`src/rtl/program_sequencer.sv`:
```
// rtl/program_sequencer.sv - program counter with branch/load/call/return and return-address stack
// Optional feature: PROGRAM_SEQUENCER_STACK_WRAP_EN (full-stack Call overwrites the oldest entry)
module program_sequencer #(
    parameter int WIDTH        = 16,
    parameter int OFFSET_WIDTH = 9,
    parameter int STACK_DEPTH  = 4
) (
    input  logic                               Clock,
    input  logic                               Reset,
    input  logic                               Stall,
    input  logic [WIDTH-1:0]                   LoadValue,
    input  logic                               LoadEnable,
    input  logic [OFFSET_WIDTH-1:0]            Offset,
    input  logic                               OffsetEnable,
    input  logic                               Call,
    input  logic                               Return,
    output logic [WIDTH-1:0]                   CounterValue,
    output logic [$clog2(STACK_DEPTH+1)-1:0]   StackCount,
    output logic                               StackOverflow,
    output logic                               StackUnderflow
);

    localparam int CW = $clog2(STACK_DEPTH + 1);
    localparam int PW = $clog2(STACK_DEPTH);

    logic [WIDTH-1:0] stack [STACK_DEPTH];
    // ptr is the next write slot; the top of stack lives one slot below it (circularly)
    logic [PW-1:0]    ptr, ptr_next, ptr_inc, ptr_dec;
    logic [WIDTH-1:0] pc_next, pc_inc;
    logic [CW-1:0]    count_next;
    logic             ovf_next, unf_next, push, full;

    assign pc_inc  = CounterValue + WIDTH'(1);
    assign ptr_inc = (ptr == PW'(STACK_DEPTH - 1)) ? '0 : ptr + PW'(1);
    assign ptr_dec = (ptr == '0) ? PW'(STACK_DEPTH - 1) : ptr - PW'(1);
    assign full    = (StackCount == CW'(STACK_DEPTH));

    always_comb begin
        pc_next    = pc_inc;
        count_next = StackCount;
        ptr_next   = ptr;
        ovf_next   = StackOverflow;
        unf_next   = StackUnderflow;
        push       = 1'b0;
        if (Call) begin
            pc_next = LoadValue;
            if (!full) begin
                push       = 1'b1;
                ptr_next   = ptr_inc;
                count_next = StackCount + CW'(1);
            end else begin
                ovf_next = 1'b1;
`ifdef PROGRAM_SEQUENCER_STACK_WRAP_EN
                push     = 1'b1;
                ptr_next = ptr_inc;
`endif
            end
        end else if (Return) begin
            if (StackCount != '0) begin
                pc_next    = stack[ptr_dec];
                ptr_next   = ptr_dec;
                count_next = StackCount - CW'(1);
            end else begin
                unf_next = 1'b1;
            end
        end else if (LoadEnable) begin
            pc_next = LoadValue;
        end else if (OffsetEnable) begin
            pc_next = CounterValue + WIDTH'($signed(Offset));
        end
    end

    always_ff @(posedge Clock) begin
        if (Reset) begin
            CounterValue   <= '0;
            StackCount     <= '0;
            ptr            <= '0;
            StackOverflow  <= 1'b0;
            StackUnderflow <= 1'b0;
        end else if (!Stall) begin
            CounterValue   <= pc_next;
            StackCount     <= count_next;
            ptr            <= ptr_next;
            StackOverflow  <= ovf_next;
            StackUnderflow <= unf_next;
        end
    end

    // Stack contents are not reset; StackCount alone defines which entries are valid
    always_ff @(posedge Clock) begin
        if (!Reset && !Stall && push) begin
            stack[ptr] <= pc_inc;
        end
    end

endmodule

```
`config.mk`:
```
export PLATFORM = sky130hd
export DESIGN_NAME = program_sequencer
export DESIGN_NICKNAME = d
export VERILOG_FILES = /design/src/rtl/program_sequencer.sv
export SDC_FILE = /design/constraint.sdc
export NUM_CORES = 1
export LEC_CHECK = 0
export BUFFER_PORTS_ARGS = -buffer_cell sky130_fd_sc_hd__buf_2
export CORE_ASPECT_RATIO = 0.75
export CORE_MARGIN = 8
export CORE_UTILIZATION = 54
export DETAILED_ROUTE_END_ITERATION = 16
export HOLD_SLACK_MARGIN = 0.1
export PLACE_DENSITY = 0.81
export SLEW_MARGIN = 20
export SYNTH_ARGS = -nofsm -noshare
export SYNTH_HDL_FRONTEND = slang
export SYNTH_SLANG_ARGS = --single-unit
```
`constraint.sdc`:
```
create_clock -name Clock -period 2.2 [get_ports Clock]
set_input_delay 0.22 -clock Clock [delete_from_list [all_inputs] [get_ports Clock]]
set_output_delay 0.22 -clock Clock [all_outputs]
set_load 0.01 [all_outputs]
```
==> impl_metrics.ini <==
[run_status]
status = completed

[critical_path]
critPathLaunchType = register
cp_data_arrival_time_ns = 2.38
critPathMaxFanout = 5
worstPathRequired_ns = 2.39
crit_type = register to register
end_kind = register

[floorplanning]
core_um2 = 9080
dieArea_um2 = 12800
start_util_pct = 55.9
ios = 53
rows = 30
die_x_um = 128
die_y_um = 100

[clocking]
cts_sinks = 87
cts.path.max_buffers = 2
root_buffer = clkbuf_16
cts_max_level = 3
numCtsBuffers = 9
clkTransAtPathRegs_ns = 0.06
cts_tree = built
clkLatencyLatePin_ns = 0.34
holdBufCountCts = 0

[timing]
setup_viol = 0
setup_slack_ns = 0.00220
tightest_slew_ns = 1.04
rsz0062_at_grt = true
skew_ns = 0.00819
slew_headroom_pct = 29.7
max_freq_mhz = 455
fin_crit_sh_pct = 99.9
hold_viol_final = 0
slew_violations = 0
post-route-min-period_ns = 2.20

[pwr]
ir_drop_v = 0.000605
total_leakage_power_nw = 2.61
power.density_nw_per_um2 = 738
total_power_w = 0.00478

[layout]
n_fill_cell = 654
diodes = 0
layout_commonest_cell = edfxtp_1
final_cell_mix = edfxtp_1, buf_4, buf_2
area_growth_pct = 27.4
multi_input_area_um2 = 2650
stdcell_area_um2 = 6470
layout-drive-gt1-share_pct = 32.9
final_nets = 627
regArea_um2 = 2390

[placement]
portBuffers = 52
pre_cts_ws_ns = -0.128
dp_hpwl_mm = 11.3
place_area_um2 = 5930
gp_congestion = 0.969

[logic_synthesis]
synth-seq-cells = 87
syn-num-nets = 517
seq_area_frac_synth_pct = 46.9
netlist_instances = 463
synth-main-ff-cell = edfxtp_1
synth-edff-count = 64
synth_area_per_cell_um2 = 11.0
ys_types = 63
yosys.area.top_type_share_pct = 37.9
yosys.area.top_type = edfxtp_1
async_flop_share_pct = 0
synthTopCellsByArea = edfxtp_1, dfxtp_1, mux4_2
yosysWarnings = 0
syn_area_um2 = 5070

[global_route]
grt_max_degree = 23
gr-usage-met1_pct = 32.7
antenna_found_initial = 0
globalRouteTotalUtil_pct = 23.9
use_met2_pct = 36.7
grt_pass1_wl_mm = 23.6
grt_pass1_vias = 4310
busiest_layer = met2
global_route.overflow_total = 0
use_met3_pct = 6.09

[routing]
dr.pass1.iters = 7
drt-wirelength-per-cell_um = 21.9
route.detailed.drc = 0
via_count = 4492
drtIter0Drc = 561
wirelength_mm = 15.5
routed_via_density = 6.37
ant_nets = 0

[worst_hold_path]
hp-class = input pin to register

[flow_run]
maxCapViolations = 0
[power by group]
| part | leakage (nW) | switching, W | internal, W |
|---|---|---|---|
| clock network | 0.159 | 0.000624 | 0.00111 |
| registers | 0.778 | 0.0000561 | 0.00184 |
| logic | 1.68 | 0.000643 | 0.000509 |
[cell usage after synthesis, types with 4 or more instances]
cell / instances
a211oi_1: 4
dfxtp_1: 23
o21ai_1: 5
nor2b_1: 4
ha_1: 20
mux4_2: 16
nor2_1: 30
a21o_1: 12
a21oi_1: 33
buf_2: 4
nand2b_1: 5
a31oi_1: 7
nand3_1: 12
and2_1: 7
o21ai_0: 23
a221oi_1: 10
a221o_1: 5
xnor2_1: 17
inv_1: 22
nand2_1: 32
mux2i_1: 6
clkbuf_1: 13
xor2_1: 8
or2_2: 5
nor3_1: 12
edfxtp_1: 64
[cells by family after synthesis]
group / share of synthesized area [%]
AND/OR/NAND/NOR: 13.6
AO/OA/AOI/OAI: 17.1
flip-flops: 46.9
buffers and inverters: 3.65
XOR/XNOR: 4.31
multiplexers: 8.73
adder cells (fa/ha/maj): 5.72
[per-stage QoR]
step,setup TNS [ns],utilization [%],instances,hold WS [ns]
6_report,0,71.2,705,0.198
5_1_grt,-0.261,71.2,705,0.201
4_1_cts,-0.0121,70.1,703,0.188
2_1_floorplan,-0.00856,-,463,0.381
3_5_place_dp,-0.473,65.3,682,0.528
3_3_place_gp,-0.0319,65.3,682,0.459
[cell type report]
class / instances / share of cell area, %
Clock buffer: 10 / 3.54
Clock inverter: 5 / 1.64
Inverter: 22 / 1.28
Multi-Input combinational cell: 332 / 40.9
Sequential cell: 87 / 36.9
Tap cell: 128 / 2.48
Timing Repair Buffer: 121 / 13.3
[worst max-delay path, cell delays in order, from the launching register on]
cell	delay, ns
dfxtp_2	0.34
inv_2	0.05
ha_4	0.16
nor2b_4	0.16
buf_12	0.14
mux4_2	0.49
a221o_1	0.33
a21o_1	0.15
a31oi_1	0.15
a211oi_1	0.07
[flip-flops by register name, summed over array words and instances (netlist names)]
| signal | count |
|---|---|
| StackOverflow | 1 |
| StackUnderflow | 1 |
| ptr | 2 |
| StackCount | 3 |
| stack | 64 |
| CounterValue | 16 |
[worst paths after layout]
path	startpoint	endpoint	slack [ns]	depth (start not counted)
worst max-delay path	ptr[1]	CounterValue[11]	0.002	9
worst min-delay path	Reset	StackCount[0]	0.20	2
worst max register to register	ptr[1]	CounterValue[11]	0.002	9
worst min register to register	StackOverflow	StackOverflow	0.53	2
[per-layer routing]
metal	share of wire [%]	vias up
li1	-	1998
met3	11	44
met5	0	-
met1	42	2156
met2	45	294
met4	2.3	0
[repair_timing]
item                                    CTS  global route
endpoints found under the setup margin   12            14
gates resized for setup                  11            18
buffers inserted                          5             3
pin swaps                                 4            10
gates cloned                              1             0
Power figures use the tool's default switching activity.
